## config.mk

```make
export PLATFORM = sky130hd
export DESIGN_NAME = fetch_sched_flat
export DESIGN_NICKNAME = d
export VERILOG_FILES = /design/src/rtl/fetch_sched_pkg.sv /design/src/rtl/fetch_sched_if.sv /design/src/rtl/fetch_sched_credit.sv /design/src/rtl/fetch_sched.sv /design/src/flat_wrapper.sv
export SDC_FILE = /design/constraint.sdc
export NUM_CORES = 1
export LEC_CHECK = 0
export BUFFER_PORTS_ARGS = -buffer_cell sky130_fd_sc_hd__buf_2
export CAP_MARGIN = 20
export CELL_PAD_IN_SITES_DETAIL_PLACEMENT = 1
export CELL_PAD_IN_SITES_GLOBAL_PLACEMENT = 1
export CORE_MARGIN = 8
export CORE_UTILIZATION = 38
export CTS_CLUSTER_DIAMETER = 40
export CTS_CLUSTER_SIZE = 28
export DETAILED_ROUTE_END_ITERATION = 10
export HOLD_SLACK_MARGIN = 0.06
export PLACE_DENSITY = 0.85
export SKIP_LAST_GASP = 1
export SYNTH_ARGS = -nofsm -noshare
export SYNTH_HDL_FRONTEND = slang
export SYNTH_SLANG_ARGS = --single-unit
```

## constraint.sdc

```tcl
create_clock -name clk -period 10.1 [get_ports clk]
set_clock_uncertainty 0.15 [all_clocks]
set_input_delay 2.02 -clock clk [delete_from_list [all_inputs] [get_ports clk]]
set_output_delay 2.02 -clock clk [all_outputs]
set_load 0.05 [all_outputs]
```

## src/rtl/fetch_sched_pkg.sv

```systemverilog
// Shared definitions for the fetch scheduler and the aligner: FSM states,
// fetch-error codes carried in the IFB entry info, and the info builder.
package fetch_sched_pkg;

  typedef enum logic [1:0] {
    FS_BOOT,
    FS_FETCH,
    FS_DRAIN
  } fsched_state_t;

  // 3-bit fetch status codes, also decoded by the aligner
  localparam logic [2:0] FETCH_VALID = 3'b000;
  localparam logic [2:0] FETCH_BSERR = 3'b011;

  // Info driven while no entry is being pushed: nop set, everything else clear
  localparam logic [4:0] INFO_IDLE = 5'b00001;

  // IFB entry info = {ferr[2:0], lp_invalid, nop}
  function automatic logic [4:0] make_info(input logic rerr, input logic unal);
    return {(rerr ? FETCH_BSERR : FETCH_VALID), unal, 1'b0};
  endfunction

endpackage

```

## src/rtl/fetch_sched_if.sv

```systemverilog
// Fetch scheduler bus bundle: redirect/halt control, instruction-bus read
// channel and IFB write port. The master side is the scheduler itself.
interface fetch_sched_if #(
  parameter int IFB_DEPTH = 4
);
  localparam int FREE_W = $clog2(IFB_DEPTH + 1);

  logic              flush;
  logic [31:0]       flush_addr;
  logic              halt;
  logic              req;
  logic [31:0]       addr;
  logic              gnt;
  logic              rvalid;
  logic [31:0]       rdata;
  logic              rerr;
  logic [FREE_W-1:0] ifb_free;
  logic              ifb_push;
  logic [31:0]       ifb_instr;
  logic [4:0]        ifb_info;
  logic              busy;

  modport master (
    input  flush, flush_addr, halt, gnt, rvalid, rdata, rerr, ifb_free,
    output req, addr, ifb_push, ifb_instr, ifb_info, busy
  );

  modport slave (
    output flush, flush_addr, halt, gnt, rvalid, rdata, rerr, ifb_free,
    input  req, addr, ifb_push, ifb_instr, ifb_info, busy
  );

endinterface

```

## src/rtl/fetch_sched_credit.sv

```systemverilog
// Outstanding-read bookkeeping: accepts responses only when something is in
// flight, computes the next outstanding count and the issue credit check.
module fetch_sched_credit #(
  parameter int MAX_OUT = 2,
  parameter int CNT_W   = 2,
  parameter int FREE_W  = 3
) (
  input  logic [CNT_W-1:0]  out_cnt,
  input  logic              push_pending,
  input  logic [FREE_W-1:0] ifb_free,
  input  logic              req_fire,
  input  logic              rvalid,
  output logic              rsp_acc,
  output logic              credit_ok,
  output logic [CNT_W-1:0]  out_cnt_next
);
  localparam int SUM_W = ((CNT_W > FREE_W) ? CNT_W : FREE_W) + 1;

  logic [SUM_W-1:0] inflight;

  // A response with nothing outstanding is a protocol error and is ignored
  assign rsp_acc = rvalid & (out_cnt != '0);

  // Reads in flight plus the entry being pushed must stay below free space
  assign inflight  = SUM_W'(out_cnt) + SUM_W'(push_pending);
  assign credit_ok = (out_cnt < CNT_W'(MAX_OUT)) && (inflight < SUM_W'(ifb_free));

  assign out_cnt_next = (req_fire && !rsp_acc) ? out_cnt + 1'b1 :
                        (!req_fire && rsp_acc) ? out_cnt - 1'b1 : out_cnt;

endmodule

```

## src/rtl/fetch_sched.sv

```systemverilog
// Fetch scheduler: issues word-aligned instruction reads under an IFB credit
// check, drops responses made stale by a redirect and pushes the surviving
// ones into the IFB one cycle after they arrive.
module fetch_sched
  import fetch_sched_pkg::*;
#(
  parameter logic [31:0] BOOT_ADDR = 32'h8000_0000,
  parameter int          MAX_OUT   = 2,
  parameter int          IFB_DEPTH = 4
) (
  input  logic          clk,
  input  logic          rst,
  fetch_sched_if.master bus
);
  localparam int          CNT_W   = $clog2(MAX_OUT + 1);
  localparam int          FREE_W  = $clog2(IFB_DEPTH + 1);
  localparam logic [31:0] BOOT_PC = {BOOT_ADDR[31:2], 2'b00};

  fsched_state_t    state;
  logic [31:0]      pc;
  logic             unal;
  logic [CNT_W-1:0] out_cnt;
  logic [CNT_W-1:0] kill_cnt;
  logic [CNT_W-1:0] out_cnt_next;
  logic             req_lock;
  logic             vld_p1;
  logic [31:0]      instr_p1;
  logic [4:0]       info_p1;
  logic [31:0]      redirect;
  logic             req;
  logic             req_fire;
  logic             rsp_acc;
  logic             credit_ok;
  logic             push;
  logic             kill_rsp;
  logic             push_acc;

  fetch_sched_credit #(
    .MAX_OUT (MAX_OUT),
    .CNT_W   (CNT_W),
    .FREE_W  (FREE_W)
  ) u_credit (
    .out_cnt      (out_cnt),
    .push_pending (push),
    .ifb_free     (bus.ifb_free),
    .req_fire     (req_fire),
    .rvalid       (bus.rvalid),
    .rsp_acc      (rsp_acc),
    .credit_ok    (credit_ok),
    .out_cnt_next (out_cnt_next)
  );

  assign redirect = bus.flush_addr;
  assign push     = vld_p1 & ~bus.flush;

  // req_lock keeps a raised request (and pc) steady until granted, even if
  // halt rises meanwhile; only flush or reset may withdraw it.
  assign req      = (state == FS_FETCH) & ~bus.flush & (req_lock | (~bus.halt & credit_ok));
  assign req_fire = req & bus.gnt;

  // Responses in the flush cycle or owed to an earlier flush are dropped
  assign kill_rsp = rsp_acc & (bus.flush | (kill_cnt != '0));
  assign push_acc = rsp_acc & ~kill_rsp;

  assign bus.req       = req;
  assign bus.addr      = pc;
  assign bus.ifb_push  = push;
  assign bus.ifb_instr = instr_p1;
  assign bus.ifb_info  = push ? info_p1 : INFO_IDLE;
  assign bus.busy      = (out_cnt != '0) | (state != FS_FETCH);

  // Scheduler state, pc, alignment flag and outstanding/kill counters
  always_ff @(posedge clk) begin
    if (rst) begin
      state    <= FS_BOOT;
      pc       <= BOOT_PC;
      unal     <= 1'b0;
      out_cnt  <= '0;
      kill_cnt <= '0;
      req_lock <= 1'b0;
    end else begin
      out_cnt  <= out_cnt_next;
      req_lock <= req & ~bus.gnt;
      if (req_fire) pc <= pc + 32'd4;
      if (push_acc) unal <= 1'b0;
      if (rsp_acc && (kill_cnt != '0)) kill_cnt <= kill_cnt - 1'b1;
      case (state)
        FS_BOOT: begin
          state <= FS_FETCH;
          pc    <= BOOT_PC;
          unal  <= BOOT_ADDR[1];
        end
        FS_DRAIN: if (out_cnt == '0) state <= FS_FETCH;
        FS_FETCH: ;
        default:  state <= FS_BOOT;
      endcase
      if (bus.flush) begin
        state    <= (out_cnt_next != '0) ? FS_DRAIN : FS_FETCH;
        pc       <= redirect & 32'hFFFF_FFFC;
        unal     <= redirect[1];
        kill_cnt <= out_cnt_next;
      end
    end
  end

  // ---- p1: accepted response registered for the IFB write ----
  always_ff @(posedge clk) begin
    if (rst) begin
      vld_p1   <= 1'b0;
      instr_p1 <= '0;
      info_p1  <= INFO_IDLE;
    end else begin
      vld_p1 <= push_acc;
      if (push_acc) begin
        instr_p1 <= bus.rdata;
        info_p1  <= make_info(bus.rerr, unal);
      end
    end
  end

endmodule
```

## src/flat_wrapper.sv

```systemverilog
// flat-port wrapper written by rule: the top's interface ports become plain ports
module fetch_sched_flat import fetch_sched_pkg::*;
#(
  parameter logic [31:0] BOOT_ADDR = 32'h8000_0000,
  parameter int          MAX_OUT   = 2,
  parameter int          IFB_DEPTH = 4
)
  (clk, rst, bus_flush, bus_flush_addr, bus_halt, bus_gnt, bus_rvalid, bus_rdata, bus_rerr, bus_ifb_free, bus_req, bus_addr, bus_ifb_push, bus_ifb_instr, bus_ifb_info, bus_busy);
  fetch_sched_if #(.IFB_DEPTH(IFB_DEPTH)) bus_i ();
  input  logic clk;
  input  logic rst;
  input wire logic [$bits(bus_i.flush)-1:0] bus_flush;
  input wire logic [$bits(bus_i.flush_addr)-1:0] bus_flush_addr;
  input wire logic [$bits(bus_i.halt)-1:0] bus_halt;
  input wire logic [$bits(bus_i.gnt)-1:0] bus_gnt;
  input wire logic [$bits(bus_i.rvalid)-1:0] bus_rvalid;
  input wire logic [$bits(bus_i.rdata)-1:0] bus_rdata;
  input wire logic [$bits(bus_i.rerr)-1:0] bus_rerr;
  input wire logic [$bits(bus_i.ifb_free)-1:0] bus_ifb_free;
  output wire logic [$bits(bus_i.req)-1:0] bus_req;
  output wire logic [$bits(bus_i.addr)-1:0] bus_addr;
  output wire logic [$bits(bus_i.ifb_push)-1:0] bus_ifb_push;
  output wire logic [$bits(bus_i.ifb_instr)-1:0] bus_ifb_instr;
  output wire logic [$bits(bus_i.ifb_info)-1:0] bus_ifb_info;
  output wire logic [$bits(bus_i.busy)-1:0] bus_busy;
  assign bus_i.flush = bus_flush;
  assign bus_i.flush_addr = bus_flush_addr;
  assign bus_i.halt = bus_halt;
  assign bus_i.gnt = bus_gnt;
  assign bus_i.rvalid = bus_rvalid;
  assign bus_i.rdata = bus_rdata;
  assign bus_i.rerr = bus_rerr;
  assign bus_i.ifb_free = bus_ifb_free;
  assign bus_req = bus_i.req;
  assign bus_addr = bus_i.addr;
  assign bus_ifb_push = bus_i.ifb_push;
  assign bus_ifb_instr = bus_i.ifb_instr;
  assign bus_ifb_info = bus_i.ifb_info;
  assign bus_busy = bus_i.busy;
  fetch_sched #(.BOOT_ADDR(BOOT_ADDR), .MAX_OUT(MAX_OUT), .IFB_DEPTH(IFB_DEPTH)) u_core (.clk(clk), .rst(rst), .bus(bus_i));
endmodule
```

* Word level (Yosys, flattened, before mapping)
Cells that the tools add are included.
Word-level totals: word-level logic and storage cells 70, flip-flop bits (word level) 78, output and inout port bits 72, input port bits 74
Operators by class: reductions and logical operators 16, multiplexer cells 16, bitwise gates (word level) 16, add/subtract/negate cells 5, equal/unequal tests 5, magnitude comparators 2
Operators with widths (number):
- $mux W32 | 3
- $add A32 B3 Y32 const B | 1
- $mux W2 | 8
- $and A1 B1 Y1 | 9
- $reduce_bool A2 Y1 | 4
- $pmux W2 S3 | 1
- $reduce_bool A3 Y1 | 2
- $mux W5 | 1
- $logic_and A1 B1 Y1 | 4
- $logic_not A2 Y1 | 2
- $not A1 Y1 | 4
- $sub A2 B1 Y2 const B | 2
- $add A2 B1 Y3 | 1
- $lt A3 B3 Y1 | 1
- $mux W1 | 3
- $ne A3 B2 Y1 const B | 1
- $or A1 B1 Y1 | 3
- $reduce_or A3 Y1 | 1
- $add A2 B1 Y2 const B | 1
- $eq A2 B1 Y1 const B | 1
- $eq A2 B2 Y1 const B | 1
- $logic_not A1 Y1 | 2
- $lt A2 B2 Y1 const B | 1
- $ne A2 B1 Y1 const B | 1
- 2 further kinds | 2

* Longest topological paths before layout
depth in word-level cells 16, depth in mapped cells 11, mapped depth without buffers 9

* By module
From an unflattened synthesis, not the netlist that was laid out.
Unflattened totals: cell total of the unflattened synthesis 463, area, all modules 3603.5 um^2
By module, submodules not included:
- fetch_sched | sequential area each 1481.4 um^2, cells each 443, area each 3442.1 um^2, instances 1
- fetch_sched_credit | sequential area each 0.0 um^2, cells each 20, area each 161.4 um^2, instances 1

* Worst setup path after synthesis
Ideal clock, no wire load.
path type input port to output port, start point input bus_flush, end point output bus_req, slack 2.606 ns, cell stages on the path 7, path buffers 1, data required time 7.930 ns, arrival 5.324 ns, cell sequence clkbuf_1 -> nor2b_1 -> ha_1 -> ha_1 -> ha_1 -> a211o_1 -> a2111oi_2
On the way: longest elaborated chain between the ends 8, elaborated cells between the ends (all ways) 9
Ends and longest elaborated chain:
- start: declaration | line flat_wrapper.sv:12 | input wire logic [$bits(bus_i.flush)-1:0] bus_flush;
- $not A1 Y1 | line fetch_sched.sv:54 | assign push = vld_p1 & ~bus.flush;
- $and A1 B1 Y1 | line fetch_sched.sv:54
- net bus_ifb_push | line flat_wrapper.sv:22 | output wire logic [$bits(bus_i.ifb_push)-1:0] bus_ifb_push;
- $add A2 B1 Y3 | line fetch_sched_credit.sv:25 | assign inflight = SUM_W'(out_cnt) + SUM_W'(push_pending);
- $lt A3 B3 Y1 | line fetch_sched_credit.sv:26 | assign credit_ok = (out_cnt < CNT_W'(MAX_OUT)) && (inflight < SUM_W'(ifb_free));
- $logic_and A1 B1 Y1 | line fetch_sched_credit.sv:26
- $and A1 B1 Y1 | line fetch_sched.sv:58 | assign req = (state == FS_FETCH) & ~bus.flush & (req_lock | (~bus.halt & credit_ok));
- $or A1 B1 Y1 | line fetch_sched.sv:58
- $and A1 B1 Y1 | line fetch_sched.sv:58
- end: declaration | line flat_wrapper.sv:20 | output wire logic [$bits(bus_i.req)-1:0] bus_req;
The timed path passes the listed nets, and every way through them passes these cells.

* Worst setup path after layout
start point input bus_flush, end point output bus_req
On the way: longest elaborated chain between the ends 8, elaborated cells between the ends (all ways) 9
Ends and longest elaborated chain (line):
- $not A1 Y1 (*) | fetch_sched.sv:54, fetch_sched.sv:58
- $and A1 B1 Y1 | fetch_sched.sv:54
- $add A2 B1 Y3 | fetch_sched_credit.sv:25
- $lt A3 B3 Y1 | fetch_sched_credit.sv:26
- $logic_and A1 B1 Y1 | fetch_sched_credit.sv:26
- $and A1 B1 Y1 | fetch_sched.sv:58
- $or A1 B1 Y1 | fetch_sched.sv:58
- $and A1 B1 Y1 (*) | fetch_sched.sv:58
Every way passes the cells marked *; elsewhere a longest branch is shown, timed or not.

==> metrics <==
status=completed; height of the die=117.7 µm; setup TNS=0 ns; initial drt markers=235; DR WL/cell=19.19 µm; Root Driver=clkbuf_8; maximum clock rate=140.9 MHz; M2 GR Usage=between 30% and 40%; internal power=0.0005870 W; detailed-route DRC error count=0; die width=117.7 µm; DR pass1 iterations=4; M3 GR Usage=under 10%; Leak=2.003 nW; antenna viol nets, final=0; routed wire length=approximately 15 mm; setup bufs post-CTS=0; Final Hold Viols=0; part of the power in registers=36.2%; # H-tree levels=3; Worst EP required=7.93 ns; maximum vdd drop=0.00008481 V; post-cts repair resize count=0; final setup fails=0; reg2reg end=u_core.bus.addr[28]$_SDFFE_PP0P_; Sw Pwr=0.0004346 W; multi-input logic area=between 2000 and 2500 µm²; Yosys warnings=0; Net Sw Frac=42.54%; Post-synth ARST share=0%; die area=13860 µm²; syn_area_per_cell=7.708 µm²; fraction of layout cells with a size suffix above 1=27.63%; Slew @ Worst Pin=0.9553 ns; Vias=4444; Setup WS post-layout=3.005 ns; Yosys top cell area share=37.68%; r2r setup slk=6.82 ns; Worst Hold Class=reg -> reg; clock sinks=74; Final nets=approximately 700; dpl ws=2.990 ns; Worst-Skew Late Latency=0.36 ns; hold buffer count at cts=0; clock power share=25.8%; worst-case reg-to-reg path depth=9; top cells by area, synth=dfxtp_1 38%, nand2_1 12%, a21oi_1 6.7%; Hold Path Stages=2; num ports=146; Num CTS Buffers=9; Crit. End Element=output port; synth unique cells=66; number of synthesized flops with an enable pin=0; fin crit share=70.25%; Adder-Cell Fraction of Synth Area=roughly 2.2%; Startpoint Class=primary input; Simple-Gate Fraction of Synth Area=25.08%; CTS tree=yes; Hold Path End=u_core.info_p1[0]$_SDFFE_PP1P_; total power=slightly above 0.001 W; Hold WS=0.3006 ns; Detailed Place HPWL=10.57 mm; Rows=37; Max Cap Viol=0; Post-synth top cells=121 x nand2_1, 74 x dfxtp_1, 53 x a21oi_1, 27 x clkbuf_1; Seq/Total Area, Yosys=~38%; starting density of the core=approximately 39%; Layout area overhead=24.95%; power density cells=208.0 nW/µm²; Core Region=10180 µm²; number of global-route vias before repair=4681; Max Root-Sink Buffers=2; combinational power share=38.0%; Post-synth top flop=dfxtp_1; Post-Syn Instances=510; Rel. slew slack=35.78%; Synth Area in Compound Gates=28.13%; CP arrival=4.93 ns; Seq cells post-synth=74; worst r2r src=u_core.vld_p1$_SDFF_PP0_; Global Route met1 Usage=24.13%; Hold Startpoint=u_core.info_p1[0]$_SDFFE_PP1P_; pins over their slew limit=0; clock slew seen by the registers of the worst setup and hold paths=0.08 ns; global-route wire length before repair=24.11 mm; Total GRT Usage=a little over a fifth; post-DR vias/cell=5.742; Yosys top cell by area=dfxtp_1; cell area after synthesis=3931 µm²; register area=1481 µm²; xor/xnor cell area share of the yosys netlist=0.4456%; count leader, synth=nand2_1; post-synthesis mux area share=0.2546%; Port Buf Inserts=141; crit path time final=7.095 ns; main combinational cell family by area after synthesis=compound AO/OA/AOI/OAI gates; largest net degree at the start of global routing=64; RePlAce Congestion=0.8472; Filler cells=1343; crit path kind=in -> out; RSZ-0062 raised after global routing=no; GRT overflow=0; initial antenna violation count=1; critical path peak fanout=52; GRT busiest layer=met2
## power groups by stage
stage / clock [W] / sequential [W] / combinational [W]
after CTS: 0.000268 / 0.000369 / 0.000389
after global placement: 0 / 0.000373 / 0.000371
after global routing: 0.000281 / 0.000375 / 0.000419
after floorplan: 0 / 0.000451 / 0.000204
final: 0.000263 / 0.000370 / 0.000388
after detailed placement: 0 / 0.000376 / 0.000387
## registers in the layout (all words and copies together) (netlist names)
register,flops
u_core.bus.addr,30
u_core.bus.ifb_instr,32
u_core.info_p1,3
u_core.kill_cnt,2
u_core.out_cnt,2
u_core.req_lock,1
u_core.state,2
u_core.unal,1
u_core.vld_p1,1
## routing by layer
layer	up-vias	share of wire, %
met5	-	0
met4	0	2.3
met3	26	5.1
met2	134	51
met1	2177	41
li1	2107	-
## critical path, cell delays in order
cell and delay (ns):
buf_2 0.08, buf_4 0.45, nor2b_1 0.23, ha_1 0.25, ha_1 0.18, ha_1 0.19
or3_1 0.40, a211o_1 0.34, a2111oi_2 0.43, buf_2 0.34
## cell type report
class	count	area share (%)
Antenna cell	1	0.05094
Clock inverter	4	1.528
Clock buffer	12	2.955
Timing Repair Buffer	147	15.28
Tap cell	136	3.464
Sequential cell	74	30.16
Inverter	17	1.299
Multi-Input combinational cell	383	45.26
## cell families after synthesis
family	count (synthesis)
AO/OA/AOI/OAI	164
XOR/XNOR	2
adder cells (fa/ha/maj)	7
buffers and inverters	55
flip-flops	74
multiplexers	1
other	1
AND/OR/NAND/NOR	206
## stage by stage
stage	utilization, %	std cells	instance area [µm²]
floorplan	-	512	3939
global placement	46.04	757	4690
detailed placement	46.04	757	4690
CTS	48.21	773	4910
global route	48.23	774	4912
finish	48.23	774	4912
## worst max path at each step
| stage | startpoint | endpoint | slack, ns | cells past startpoint |
|---|---|---|---|---|
| floorplan | bus_flush | bus_req | 2.61 | 7 |
| global placement | bus_flush | bus_req | 3.06 | 10 |
| detailed placement | bus_flush | bus_req | 2.99 | 10 |
| CTS | bus_flush | bus_req | 2.98 | 10 |
| global route | bus_flush | bus_req | 2.81 | 10 |
| finish | bus_flush | bus_req | 3.00 | 10 |
## placed cells by master (no fill, tap or decap), types with 2 or more instances in the layout
cell type	n
nor2_1	15
a31oi_1	16
nor4_1	8
o311ai_1	5
a211oi_1	13
o21ai_1	13
o221a_1	3
and4_1	3
clkinvlp_4	2
nand2_1	121
and2_1	7
nand2b_1	4
conb_1	3
a221oi_1	5
a22o_1	5
a311oi_1	4
ha_1	7
nor3b_1	3
o21ai_0	10
or3_1	3
clkbuf_1	2
inv_1	16
and3_1	2
o31ai_1	10
nand4_1	8
o211ai_1	2
buf_2	141
nand3_1	14
dfxtp_1	74
buf_4	6
a221o_1	2
a32o_1	2
bufinv_16	2
a31o_2	2
clkbuf_8	10
o2111ai_1	2
nor3_1	6
a32oi_1	2
a21oi_1	53
xnor2_1	2
(Power assumes the default switching activity.)
